`src/rtl/vc_plru_storage_pkg.sv`:
```
// Shared cache definitions for the unified victim cache: address split,
// tag/request/data types and the default victim-cache depth.
package cache_def;

    localparam int TAGMSB_VC      = 31;
    localparam int TAGLSB_VC      = 4;
    localparam int VC_TAG_W       = TAGMSB_VC - TAGLSB_VC + 1;
    localparam int NUM_VC_ENTRIES = 8;
    localparam int CACHE_DATA_W   = 128;

    typedef logic [CACHE_DATA_W-1:0] cache_data_type;

    // {valid, dirty, tag} exactly as stored per line and returned on a hit.
    typedef struct packed {
        logic                     valid;
        logic                     dirty;
        logic [TAGMSB_VC:TAGLSB_VC] tag;
    } vc_cache_tag_type;

    // Controller request; only 'we' reaches the storage (as tag_we_i).
    typedef struct packed {
        logic [31:0]    addr;
        cache_data_type data;
        logic           rw;
        logic           we;
        logic           valid;
    } vc_cache_req_type;

endpackage

```
`src/rtl/vc_plru_storage_if.sv`:
```
// Bundle between the victim cache controller (master) and the storage
// back-end (slave).
//
// Handshake: there is no ready signal; every request is taken in the cycle it
// is presented. lookup_valid_i qualifies lookup_tag_i for that cycle only and
// its result is on tag_read_o/data_read_o/hit_way_o one cycle later. An insert
// is taken only when tag_we_i, data_we_i and lru_valid_i are all high in the
// same cycle. wb_valid_o qualifies wb_tag_o/wb_data_o for exactly one cycle
// and cannot be stalled, so the consumer must take it when it appears.
interface vc_plru_storage_if
    import cache_def::*;
#(
    parameter int NUM_ENTRIES = NUM_VC_ENTRIES,
    parameter int TAG_W       = VC_TAG_W,
    parameter int DATA_W      = CACHE_DATA_W
);
    localparam int WAY_W = $clog2(NUM_ENTRIES);

    logic              lookup_valid_i;
    logic [TAG_W-1:0]  lookup_tag_i;
    logic              tag_we_i;
    logic              data_we_i;
    logic [TAG_W+1:0]  tag_write_i;
    logic [DATA_W-1:0] data_write_i;
    logic              lru_valid_i;
    logic              flush_i;

    logic [TAG_W+1:0]  tag_read_o;
    logic [DATA_W-1:0] data_read_o;
    logic [WAY_W-1:0]  hit_way_o;
    logic              full_o;
    logic              wb_valid_o;
    logic [TAG_W-1:0]  wb_tag_o;
    logic [DATA_W-1:0] wb_data_o;

    modport master (
        output lookup_valid_i, lookup_tag_i, tag_we_i, data_we_i,
               tag_write_i, data_write_i, lru_valid_i, flush_i,
        input  tag_read_o, data_read_o, hit_way_o, full_o,
               wb_valid_o, wb_tag_o, wb_data_o
    );

    modport slave (
        input  lookup_valid_i, lookup_tag_i, tag_we_i, data_we_i,
               tag_write_i, data_write_i, lru_valid_i, flush_i,
        output tag_read_o, data_read_o, hit_way_o, full_o,
               wb_valid_o, wb_tag_o, wb_data_o
    );

endinterface

```
`src/rtl/vc_plru_storage_plru_tree.sv`:
```
// Tree pseudo-LRU state for NUM_ENTRIES ways. Nodes are stored heap-style
// (root 0, children 2n+1 / 2n+2); each bit points toward the LRU half,
// 0 = left (lower way indices). Two touches per cycle are applied in order,
// so the second touched way always ends most-recently-used.
module vc_plru_tree
    import cache_def::*;
#(
    parameter int NUM_ENTRIES = NUM_VC_ENTRIES
) (
    input  logic                           clk,
    input  logic                           rst,
    input  logic                           touch_valid,
    input  logic [$clog2(NUM_ENTRIES)-1:0] touch_way,
    input  logic                           touch2_valid,
    input  logic [$clog2(NUM_ENTRIES)-1:0] touch2_way,
    input  logic                           flush,
    output logic [$clog2(NUM_ENTRIES)-1:0] victim_way
);
    localparam int WAY_W = $clog2(NUM_ENTRIES);
    localparam int NODES = NUM_ENTRIES - 1;

    logic [NODES-1:0] tree_q;
    logic [NODES-1:0] tree_d;

    // Walk root to leaf along the way's path, pointing each node away from it.
    function automatic logic [NODES-1:0] touch(input logic [NODES-1:0] t,
                                               input logic [WAY_W-1:0] way);
        logic [NODES-1:0] r;
        logic [WAY_W-1:0] node;
        logic [WAY_W-1:0] w;
        logic             dir;
        r    = t;
        node = '0;
        w    = way;
        for (int lev = 0; lev < WAY_W; lev++) begin
            dir     = w[WAY_W-1];
            r[node] = ~dir;
            node    = WAY_W'({node, dir}) + WAY_W'(1);
            w       = w << 1;
        end
        return r;
    endfunction

    // Hit-touch first, insert-touch second.
    always_comb begin
        tree_d = tree_q;
        if (touch_valid) begin
            tree_d = touch(tree_d, touch_way);
        end
        if (touch2_valid) begin
            tree_d = touch(tree_d, touch2_way);
        end
    end

    // Tree register; flush wins over any touch in the same cycle.
    always_ff @(posedge clk or posedge rst) begin
        if (rst) begin
            tree_q <= '0;
        end else if (flush) begin
            tree_q <= '0;
        end else begin
            tree_q <= tree_d;
        end
    end

    // Follow the node pointers from the root to the LRU leaf.
    always_comb begin
        logic [WAY_W-1:0] node;
        logic             dir;
        node       = '0;
        victim_way = '0;
        for (int lev = 0; lev < WAY_W; lev++) begin
            dir        = tree_q[node];
            victim_way = WAY_W'({victim_way, dir});
            node       = WAY_W'({node, dir}) + WAY_W'(1);
        end
    end

endmodule

```
`src/rtl/vc_plru_storage.sv`:
```
// Victim cache storage: fully-associative tag/data array with tree-pLRU
// replacement, one-cycle registered lookup, and a one-cycle write-back port
// for dirty lines displaced by an insertion.
module vc_plru_storage
    import cache_def::*;
#(
    parameter int NUM_ENTRIES = NUM_VC_ENTRIES,
    parameter int TAG_W       = VC_TAG_W,
    parameter int DATA_W      = CACHE_DATA_W
) (
    input  logic          clk_i,
    input  logic          rst_i,
    vc_plru_storage_if.slave bus
);
    localparam int WAY_W = $clog2(NUM_ENTRIES);

    logic [NUM_ENTRIES-1:0] valid_q;
    logic [NUM_ENTRIES-1:0] dirty_q;
    logic [TAG_W-1:0]       tag_q  [NUM_ENTRIES];
    logic [DATA_W-1:0]      data_q [NUM_ENTRIES];

    logic             wr_valid;
    logic             wr_dirty;
    logic [TAG_W-1:0] wr_tag;

    logic             lk_hit;
    logic [WAY_W-1:0] lk_way;
    logic             mt_hit;
    logic [WAY_W-1:0] mt_way;
    logic             free_any;
    logic [WAY_W-1:0] free_way;
    logic [WAY_W-1:0] victim_way;
    logic [WAY_W-1:0] ins_way;
    logic             ins_en;
    logic             evict;
    logic             hit_touch;

    assign wr_valid = bus.tag_write_i[TAG_W+1];
    assign wr_dirty = bus.tag_write_i[TAG_W];
    assign wr_tag   = bus.tag_write_i[TAG_W-1:0];

    // Lookup compare against every valid way; the insert rule keeps tags unique.
    always_comb begin
        lk_hit = 1'b0;
        lk_way = '0;
        for (int i = 0; i < NUM_ENTRIES; i++) begin
            if (valid_q[i] && tag_q[i] == bus.lookup_tag_i) begin
                lk_hit = 1'b1;
                lk_way = WAY_W'(i);
            end
        end
    end

    // Insert way: same tag in place, else lowest free way, else the pLRU victim.
    always_comb begin
        mt_hit   = 1'b0;
        mt_way   = '0;
        free_any = 1'b0;
        free_way = '0;
        for (int i = 0; i < NUM_ENTRIES; i++) begin
            if (valid_q[i] && tag_q[i] == wr_tag) begin
                mt_hit = 1'b1;
                mt_way = WAY_W'(i);
            end
        end
        for (int i = NUM_ENTRIES - 1; i >= 0; i--) begin
            if (!valid_q[i]) begin
                free_any = 1'b1;
                free_way = WAY_W'(i);
            end
        end
        ins_en  = bus.tag_we_i & bus.data_we_i & bus.lru_valid_i & ~bus.flush_i;
        ins_way = mt_hit ? mt_way : (free_any ? free_way : victim_way);
        evict   = ins_en & ~mt_hit & ~free_any & dirty_q[victim_way];
    end

    assign hit_touch = bus.lookup_valid_i & lk_hit & ~bus.flush_i;

    vc_plru_tree #(
        .NUM_ENTRIES(NUM_ENTRIES)
    ) u_plru (
        .clk         (clk_i),
        .rst         (rst_i),
        .touch_valid (hit_touch),
        .touch_way   (lk_way),
        .touch2_valid(ins_en),
        .touch2_way  (ins_way),
        .flush       (bus.flush_i),
        .victim_way  (victim_way)
    );

    // Line array: flush drops every line; otherwise write the selected way.
    always_ff @(posedge clk_i or posedge rst_i) begin
        if (rst_i) begin
            valid_q <= '0;
            dirty_q <= '0;
            for (int i = 0; i < NUM_ENTRIES; i++) begin
                tag_q[i]  <= '0;
                data_q[i] <= '0;
            end
        end else if (bus.flush_i) begin
            valid_q <= '0;
            dirty_q <= '0;
        end else if (ins_en) begin
            valid_q[ins_way] <= wr_valid;
            dirty_q[ins_way] <= wr_dirty;
            tag_q[ins_way]   <= wr_tag;
            data_q[ins_way]  <= bus.data_write_i;
        end
    end

    // Registered lookup result from the pre-write array; zero when no hit.
    always_ff @(posedge clk_i or posedge rst_i) begin
        if (rst_i) begin
            bus.tag_read_o  <= '0;
            bus.data_read_o <= '0;
            bus.hit_way_o   <= '0;
        end else if (bus.lookup_valid_i && lk_hit) begin
            bus.tag_read_o  <= {1'b1, dirty_q[lk_way], tag_q[lk_way]};
            bus.data_read_o <= data_q[lk_way];
            bus.hit_way_o   <= lk_way;
        end else begin
            bus.tag_read_o  <= '0;
            bus.data_read_o <= '0;
            bus.hit_way_o   <= '0;
        end
    end

    // Write-back capture of a dirty victim; the valid is a single-cycle pulse.
    always_ff @(posedge clk_i or posedge rst_i) begin
        if (rst_i) begin
            bus.wb_valid_o <= 1'b0;
            bus.wb_tag_o   <= '0;
            bus.wb_data_o  <= '0;
        end else begin
            bus.wb_valid_o <= evict;
            if (evict) begin
                bus.wb_tag_o  <= tag_q[victim_way];
                bus.wb_data_o <= data_q[victim_way];
            end
        end
    end

    assign bus.full_o = &valid_q;

endmodule

```
`src/flat_wrapper.sv`:
```
// flat-port wrapper written by rule: the top's interface ports become plain ports
module vc_plru_storage_flat import cache_def::*;
#(
    parameter int NUM_ENTRIES = NUM_VC_ENTRIES,
    parameter int TAG_W       = VC_TAG_W,
    parameter int DATA_W      = CACHE_DATA_W
)
  (clk_i, rst_i, bus_lookup_valid_i, bus_lookup_tag_i, bus_tag_we_i, bus_data_we_i, bus_tag_write_i, bus_data_write_i, bus_lru_valid_i, bus_flush_i, bus_tag_read_o, bus_data_read_o, bus_hit_way_o, bus_full_o, bus_wb_valid_o, bus_wb_tag_o, bus_wb_data_o);
  vc_plru_storage_if #(.NUM_ENTRIES(NUM_ENTRIES), .TAG_W(TAG_W), .DATA_W(DATA_W)) bus_i ();
  input  logic clk_i;
  input  logic rst_i;
  input wire logic [$bits(bus_i.lookup_valid_i)-1:0] bus_lookup_valid_i;
  input wire logic [$bits(bus_i.lookup_tag_i)-1:0] bus_lookup_tag_i;
  input wire logic [$bits(bus_i.tag_we_i)-1:0] bus_tag_we_i;
  input wire logic [$bits(bus_i.data_we_i)-1:0] bus_data_we_i;
  input wire logic [$bits(bus_i.tag_write_i)-1:0] bus_tag_write_i;
  input wire logic [$bits(bus_i.data_write_i)-1:0] bus_data_write_i;
  input wire logic [$bits(bus_i.lru_valid_i)-1:0] bus_lru_valid_i;
  input wire logic [$bits(bus_i.flush_i)-1:0] bus_flush_i;
  output wire logic [$bits(bus_i.tag_read_o)-1:0] bus_tag_read_o;
  output wire logic [$bits(bus_i.data_read_o)-1:0] bus_data_read_o;
  output wire logic [$bits(bus_i.hit_way_o)-1:0] bus_hit_way_o;
  output wire logic [$bits(bus_i.full_o)-1:0] bus_full_o;
  output wire logic [$bits(bus_i.wb_valid_o)-1:0] bus_wb_valid_o;
  output wire logic [$bits(bus_i.wb_tag_o)-1:0] bus_wb_tag_o;
  output wire logic [$bits(bus_i.wb_data_o)-1:0] bus_wb_data_o;
  assign bus_i.lookup_valid_i = bus_lookup_valid_i;
  assign bus_i.lookup_tag_i = bus_lookup_tag_i;
  assign bus_i.tag_we_i = bus_tag_we_i;
  assign bus_i.data_we_i = bus_data_we_i;
  assign bus_i.tag_write_i = bus_tag_write_i;
  assign bus_i.data_write_i = bus_data_write_i;
  assign bus_i.lru_valid_i = bus_lru_valid_i;
  assign bus_i.flush_i = bus_flush_i;
  assign bus_tag_read_o = bus_i.tag_read_o;
  assign bus_data_read_o = bus_i.data_read_o;
  assign bus_hit_way_o = bus_i.hit_way_o;
  assign bus_full_o = bus_i.full_o;
  assign bus_wb_valid_o = bus_i.wb_valid_o;
  assign bus_wb_tag_o = bus_i.wb_tag_o;
  assign bus_wb_data_o = bus_i.wb_data_o;
  vc_plru_storage #(.NUM_ENTRIES(NUM_ENTRIES), .TAG_W(TAG_W), .DATA_W(DATA_W)) u_core (.clk_i(clk_i), .rst_i(rst_i), .bus(bus_i));
endmodule
```
`config.mk`:
```
export PLATFORM = sky130hd
export DESIGN_NAME = vc_plru_storage_flat
export DESIGN_NICKNAME = d
export VERILOG_FILES = /design/src/rtl/vc_plru_storage_pkg.sv /design/src/rtl/vc_plru_storage_if.sv /design/src/rtl/vc_plru_storage_plru_tree.sv /design/src/rtl/vc_plru_storage.sv /design/src/flat_wrapper.sv
export SDC_FILE = /design/constraint.sdc
export NUM_CORES = 2
export LEC_CHECK = 0
export ABC_AREA = 1
export CORE_MARGIN = 1
export CORE_UTILIZATION = 25
export CTS_BUF_LIST = sky130_fd_sc_hd__clkbuf_4 sky130_fd_sc_hd__clkbuf_8
export DETAILED_ROUTE_END_ITERATION = 7
export GPL_TIMING_DRIVEN = 0
export HOLD_SLACK_MARGIN = 0.1
export SYNTH_ARGS = -nofsm -noshare
export SYNTH_HDL_FRONTEND = slang
export SYNTH_SLANG_ARGS = --single-unit
```
`constraint.sdc`:
```
create_clock -name clk_i -period 61 [get_ports clk_i]
set_input_delay 18.3 -clock clk_i [delete_from_list [all_inputs] [get_ports clk_i]]
set_output_delay 18.3 -clock clk_i [all_outputs]
set_load 0.005 [all_outputs]
```
# Yosys cells after proc, flatten, opt, wreduce, memory -nomap -nowiden
# Index checks and enable logic that the tools add are counted.
word_totals:
  input_bits: 193
  output_inout_bits: 319
  ff_bits: 1589
  elab_cells: 213
classes:
  n_mux: 100
  add_sub_neg: 6
  bitwise_logic: 20
  n_eq_ne: 16
  magnitude_cmp: 18
  n_reduce_logical: 27
op_table:
  columns: ["op", "n"]
  rows:
  - ["bitwise mux 1024 bit", 1]
  - ["binary-select mux 128 bit (select 3 bit)", 2]
  - ["2-to-1 mux 128 bit", 6]
  - ["equality test 28 bit", 16]
  - ["demux 128 bit (select 3 bit)", 1]
  - ["bitwise mux 224 bit", 1]
  - ["binary-select mux 28 bit (select 3 bit)", 2]
  - ["2-to-1 mux 28 bit", 5]
  - ["demux 28 bit (select 3 bit)", 1]
  - ["2-to-1 mux 3 bit", 19]
  - ["2-to-1 mux 1 bit", 35]
  - ["2-to-1 mux 8 bit", 4]
  - ["2-to-1 mux 30 bit", 1]
  - ["bitwise mux 7 bit", 4]
  - ["less-than comparator 3 x 4 -> 1 bit, second input constant", 6]
  - ["logical AND 1 bit", 23]
  - ["2-to-1 mux 7 bit", 3]
  - ["bitwise mux 8 bit", 2]
  - ["demux 1 bit (select 3 bit)", 5]
  - ["binary-select mux 1 bit (select 3 bit)", 4]
  - ["greater-or-equal comparator 4 bit, second input constant", 3]
  - ["less-than comparator 2 x 4 -> 1 bit, second input constant", 3]
  - ["NOT 3 -> 4 bit", 3]
  - ["adder 3 x 1 -> 3 bit, second input constant", 3]
  - ["other kinds (11)", 34]

# Depth between registers and ports, before layout
depth:
  depth_word: 21
  mapped_depth: 24
  mapped_depth_nobuf: 23

# Cells and area by module
# A second synthesis with hierarchy kept.
unflattened:
  cells_unflattened: 13151
  area_unflattened_um2: 92458.7
modules_own_cells:
  columns: ["module", "seq_area_each_um2", "area_each_um2", "cells_per_inst", "n_inst"]
  rows:
  - ["vc_plru_storage", 39588.0, 91845.6, 13054, 1]
  - ["vc_plru_tree", 175.2, 613.1, 97, 1]

# Least setup slack after synthesis
# OpenSTA, ideal clock, no wires.
synth_timing:
  path_kind: "input -> register"
  start: "input port bus_tag_write_i[21]"
  end: "register u_core.data_q[888] (netlist bit)"
  slack_ns: 40.132
  stages: 21
  setup_time_ns: 0.131
  required_ns: 60.869
  n_path_buf: 4
  arrival_ns: 20.737
  cell_sequence: "buf_4 > inv_4 > buf_4 > o21ai_1 > nor2_1 > nand2_1 > nor2_1 > nand2_1 > nor2_1 > nor2_1 > a21oi_1 > nand2_1 > inv_1 > ha_1 > inv_1 > nor2_1 > nand4_4 > buf_4 > buf_2 > nand2_1 > o21ai_0"
synth_via:
  elab_chain_cells: 17
  elab_cells_between_ends: 39
  classes_between: "order compare (2); eq/ne (8); mux (19); bitwise (1); reduce/logical (9)"
synth_rtl:
  columns: ["item", "line_no", "rtl"]
  rows:
  - ["from (decl)", "flat_wrapper.sv:16", "input wire logic [$bits(bus_i.tag_write_i)-1:0] bus_tag_write_i;"]
  - ["equality test 28 bit", "vc_plru_storage.sv:61", "if (valid_q[i] && tag_q[i] == wr_tag) begin"]
  - ["logical AND 1 bit", "vc_plru_storage.sv:61", null]
  - ["2-to-1 mux 1 bit (8 in a row)", "vc_plru_storage.sv:61", null]
  - ["2-to-1 mux 3 bit (*)", "vc_plru_storage.sv:73", "ins_way = mt_hit ? mt_way : (free_any ? free_way : victim_way);"]
  - ["NOT 3 -> 4 bit (not written as such) (*)", "vc_plru_storage.sv:108", "data_q[ins_way] <= bus.data_write_i;"]
  - ["greater-or-equal comparator 4 bit (not written as such) or less-than comparator 4 x 1 -> 1 bit (tied branches)", "vc_plru_storage.sv:108", null]
  - ["logical AND 1 bit (not written as such)", "vc_plru_storage.sv:108", null]
  - ["2-to-1 mux 128 bit (not written as such)", "vc_plru_storage.sv:108", null]
  - ["demux 128 bit (select 3 bit) (*)", "vc_plru_storage.sv:108", null]
  - ["bitwise mux 1024 bit (*)", "vc_plru_storage.sv:108", null]
  - ["to (signal, indexed assignment)", "vc_plru_storage.sv:108", null]
  - ["to (decl)", "vc_plru_storage.sv:20", "logic [DATA_W-1:0] data_q [NUM_ENTRIES];"]
# Mark *: on every way between the ends. The rest lies on a longest branch, timed or not.
# A chain may end at the register's enable or synchronous reset.

# Worst setup path in the final report
layout_timing:
  start: "input port bus_lookup_tag_i[22]"
  end: "register u_core.bus.tag_read_o[27]"
layout_via:
  elab_chain_cells: 14
  elab_cells_between_ends: 37
  classes_between: "eq/ne (8); mux (19); bitwise (1); reduce/logical (9)"
layout_rtl:
  columns: ["item", "line_no", "rtl"]
  rows:
  - ["from (decl)", "flat_wrapper.sv:13", "input wire logic [$bits(bus_i.lookup_tag_i)-1:0] bus_lookup_tag_i;"]
  - ["equality test 28 bit", "vc_plru_storage.sv:47", "if (valid_q[i] && tag_q[i] == bus.lookup_tag_i) begin"]
  - ["logical AND 1 bit", "vc_plru_storage.sv:47", null]
  - ["2-to-1 mux 1 bit", "vc_plru_storage.sv:47", null]
  - ["2-to-1 mux 2 bit (2 in a row)", "vc_plru_storage.sv:47", null]
  - ["2-to-1 mux 3 bit (4 in a row)", "vc_plru_storage.sv:47", null]
  - ["NOT 3 -> 4 bit (not written as such)", "vc_plru_storage.sv:119", "bus.tag_read_o <= {1'b1, dirty_q[lk_way], tag_q[lk_way]};"]
  - ["binary-select mux 28 bit (select 3 bit)", "vc_plru_storage.sv:119", null]
  - ["2-to-1 mux 28 bit (not written as such) (2 in a row)", "vc_plru_storage.sv:119", null]
  - ["2-to-1 mux 30 bit (*)", "vc_plru_storage.sv:118", "end else if (bus.lookup_valid_i && lk_hit) begin"]
  - ["to (signal assigned)", "vc_plru_storage.sv:119", null]
  - ["to (decl)", "vc_plru_storage_if.sv:46", "output tag_read_o, data_read_o, hit_way_o, full_o,"]
# Mark *: on every way between the ends. The rest lies on a longest branch, timed or not. The select of a mux whose other input is x is not followed.

==> metrics.md <==
| Metric | Value |
|---|---|
| Switching part of the total | `32.3%` |
| Die Width | `596 um` |
| CTS tree | `yes` |
| Slowest CP cell | `nor2_1` |
| R2R setup slack | `54.79 ns` |
| First-pass GRT wire length | `698000 um` |
| Multiplexer share of the synthesized area | `0%` |
| Max rail drop VDD | `0.0000140 V` |
| Fin. max-slew vios | `16` |
| Final Critical Period | `23.91 ns` |
| Register share of total power | `41.2%` |
| Ys Warns | `0` |
| Total number of vias | `94252` |
| Adder-cell share of the synthesized area | `0.170%` |
| Post-CTS setup buffer count | `0` |
| Seq cells post-synth | `1589` |
| Layout cells sized above 1 | `10.0%` |
| Drt wl/cell | `28.5 um` |
| NetSw | `0.885 mW` |
| Hold WC Path Type | `register to register` |
| HPWL after DPL | `395000 um` |
| Sequential share of the synthesized area | `45.0%` |
| Slew @ Worst Pin | `1.61 ns` |
| Drt drc | `0` |
| Cell leakage power | `47.1 nW` |
| Clk network pwr share | `43.0%` |
| Int Power | `1.85 mW` |
| Most frequent cells in the layout | `nand2_1 (4098), dfrtp_1 (1589), o21ai_0 (1180)` |
| Ports | `512` |
| Row count | `217` |
| CP required | `61.95 ns` |
| Violated checks | `max-capacitance violations, max-slew violations` |
| Startpoint types | `input pin` |
| Root buffer cell | `clkbuf_8` |
| Post-synth EDFFs | `0` |
| Area share of xor/xnor cells in the synthesized design | `0.694%` |
| Gr usage total | `27.7%` |
| Ys flop type | `dfrtp_1` |
| Post-Route WL | `510000 um` |
| Worst-Skew Late Latency | `1.09 ns` |
| CP arrival | `24.86 ns` |
| DR iter-0 viols | `13025` |
| Fin Setup TNS | `0 ns` |
| Design area | `107000 um^2` |
| Crit. End Element | `register` |
| Yosys top cell by area | `dfrtp_1` |
| Simple-gate share of the synthesized area | `26.5%` |
| WHS Path Cells | `2` |
| Largest net degree at the start of global routing | `44` |
| Hold EP | `u_core.data_q[239]$_DFFE_PP0P_` |
| Synthesized area per cell | `7.31 um^2` |
| RR Endpoint | `u_core.bus.tag_read_o[27]$_DFF_PP0_` |
| Synth Cell Area | `88300 um^2` |
| Post-synthesis compound-gate area fraction | `18.8%` |
| Unrepaired setup endpoints after global routing | `false` |
| Outcome | `complete, but fails checks` |
| Hold_buf cts | `0` |
| Rel. slew slack | `-7.90%` |
| CP Max Fanout | `10` |
| Die area | `356000 um^2` |
| Power per cell area | `25.7 nW/um^2` |
| Die Y | `596 um` |
| Vias in the first global route | `88683` |
| Post-synthesis net count | `12289` |
| Syn Inst Count | `12084` |
| Max cap viols | `2` |
| Hold_sp | `u_core.data_q[239]$_DFFE_PP0P_` |
| Port Buffers | `461` |
| Fin worst setup slack | `37.09 ns` |
| Logic pwr share | `15.7%` |
| Routability-driven placement congestion ratio | `1.07` |
| Reg-to-Reg Start | `u_core.tag_q[139]$_DFFE_PP0P_` |
| Most common cell after layout, fill and taps aside | `nand2_1` |
| Initial antenna violation count | `70` |
| Endpoints failing setup | `0` |
| Cells on worst reg2reg path | `16` |
| Synth-to-Final Area Change | `20.7%` |
| Post-Route Skew | `0.101 ns` |
| Clk sinks | `1589` |
| Critical path's top delay family | `simple AND/OR/NAND/NOR gates` |
| Cts bufs inserted | `307` |
| H-tree levels | `5` |
| Async SR Flop Fraction | `100%` |
| Crit path largest cell delay | `1.23 ns` |
| Fin nets | `13111` |
| Dpl ws | `36.42 ns` |
| Total power | `2.74 mW` |
| DRT Pass-1 Iters | `6` |
| WP buf/inv | `4` |
| Tcrit/Tclk final | `39.2%` |
| Initial Util | `25.2%` |
| Post-cts resize count | `0` |
| Worst-path cell chain | `clkdlybuf4s50_1 -> buf_2 -> o21ai_0 -> nor2_1 -> nand2_1 -> nor2_1 -> nand2_1 -> nor2_1 -> nor2_1 -> nand2_1 -> nand2_1 -> nor2_1 -> buf_2 -> clkbuf_1 -> nand3_1 -> nand2_1` |
| Main combinational cell family by area after synthesis | `simple AND/OR/NAND/NOR gates` |
| Top-area cell type share of the netlist area | `45.0%` |
| Placed Instance Area | `99900 um^2` |
| Fin. Hold Viols | `0` |
| Maximum clock insertion buffer count | `4` |
| Total gr overflow | `0` |
| Distinct cell type count after synthesis | `42` |
| Drt via density | `5.26` |
| Final antenna-violating net count | `0` |
| Crit Path Category | `input pin to register` |
| Synth area leaders | `dfrtp_1 (45%), nand2_1 (17%), o21ai_0 (6.7%)` |
| Fmax achieved | `0.0418 GHz` |
| Register clock-pin slew on the reported worst setup and hold paths | `0.06 ns` |
| Core box area | `351000 um^2` |
==> worst reg2reg max path, delay by kind of cell (launching register included) <==
family / cells / cell delay, ns
AND/OR/NAND/NOR: 13 / 3.34
buffers and inverters: 3 / 1.83
flip-flops: 1 / 0.92
==> per-stage QoR <==
step / cells / utilization (%) / hold slack, ns
after floorplan: 12084 / - / 0.453
final: 17906 / 30.4 / 0.478
after global routing: 17865 / 30.4 / 0.492
after CTS: 17842 / 30.4 / 0.481
after detailed placement: 17305 / 28.5 / 0.468
after global placement: 17253 / 28.2 / 0.465
==> cell families after synthesis <==
family	Yosys count
buffers and inverters	1695
AO/OA/AOI/OAI	2903
AND/OR/NAND/NOR	5815
adder cells (fa/ha/maj)	12
XOR/XNOR	70
flip-flops	1589
==> flip-flops by register name, summed over array words and instances, names as in the netlist <==
| signal | count |
|---|---|
| u_core.bus.wb_valid_o | 1 |
| u_core.valid_q | 8 |
| u_core.bus.tag_read_o | 30 |
| u_core.bus.wb_tag_o | 28 |
| u_core.bus.data_read_o | 128 |
| u_core.dirty_q | 8 |
| u_core.tag_q | 224 |
| u_core.bus.wb_data_o | 128 |
| u_core.bus.hit_way_o | 3 |
| u_core.data_q | 1024 |
| u_core.u_plru.tree_q | 7 |
==> how the worst max path moves through the flow <==
| stage | from | end | slack, ns | cells after the start |
|---|---|---|---|---|
| finish | bus_lookup_tag_i[22] | u_core.bus.tag_read_o[27]$_DFF_PP0_ | 37.09 | 16 |
| global route | bus_lookup_tag_i[27] | u_core.bus.tag_read_o[27]$_DFF_PP0_ | 37.47 | 17 |
| CTS | bus_lookup_tag_i[22] | u_core.bus.tag_read_o[27]$_DFF_PP0_ | 37.54 | 16 |
| detailed placement | bus_lookup_tag_i[22] | u_core.bus.tag_read_o[27]$_DFF_PP0_ | 36.42 | 16 |
| global placement | rst_i | u_core.bus.data_read_o[72]$_DFF_PP0_ | 8.99 | 2 |
| floorplan | rst_i | u_core.bus.data_read_o[0]$_DFF_PP0_ | 20.68 | 1 |
==> synthesized netlist by cell type, types with 9 or more instances <==
cell type	count
inv_1	734
a21oi_1	586
o21ai_2	101
nand3_1	984
buf_4	77
o21ai_1	493
buf_6	85
clkbuf_1	340
xor2_1	11
dfrtp_1	1589
inv_2	20
nor2_1	647
buf_1	29
xnor2_1	59
o211ai_1	269
ha_1	12
o21ai_0	1180
buf_2	394
nand2_1	4098
o311ai_0	257
nand4_1	48
inv_4	9
==> area by class of cell <==
class	count	area, um^2
antenna	64	160
clock inverter	80	807
multi-input combinational	8800	40700
inverter	768	2910
buffer	927	4920
clock buffer	457	5740
timing repair buffer	513	5670
tap	4708	5890
sequential	1589	39800
fill	38416	244000
==> power by group through the flow <==
stage               sequential (mW)  combinational [mW]  clock (mW)
CTS                            1.13               0.417        1.19
floorplan                      1.13               0.233           0
global route                   1.13               0.457        1.24
finish                         1.13               0.431        1.18
detailed placement             1.14               0.416           0
global placement               1.15               0.404           0
==> metal layers <==
metal	global-route usage, %	share of wire, %
met5	0.352	0.019
met4	17.6	7.1
met3	6.78	10
met2	41.1	42
met1	35.9	40
(Power assumes the default switching activity.)
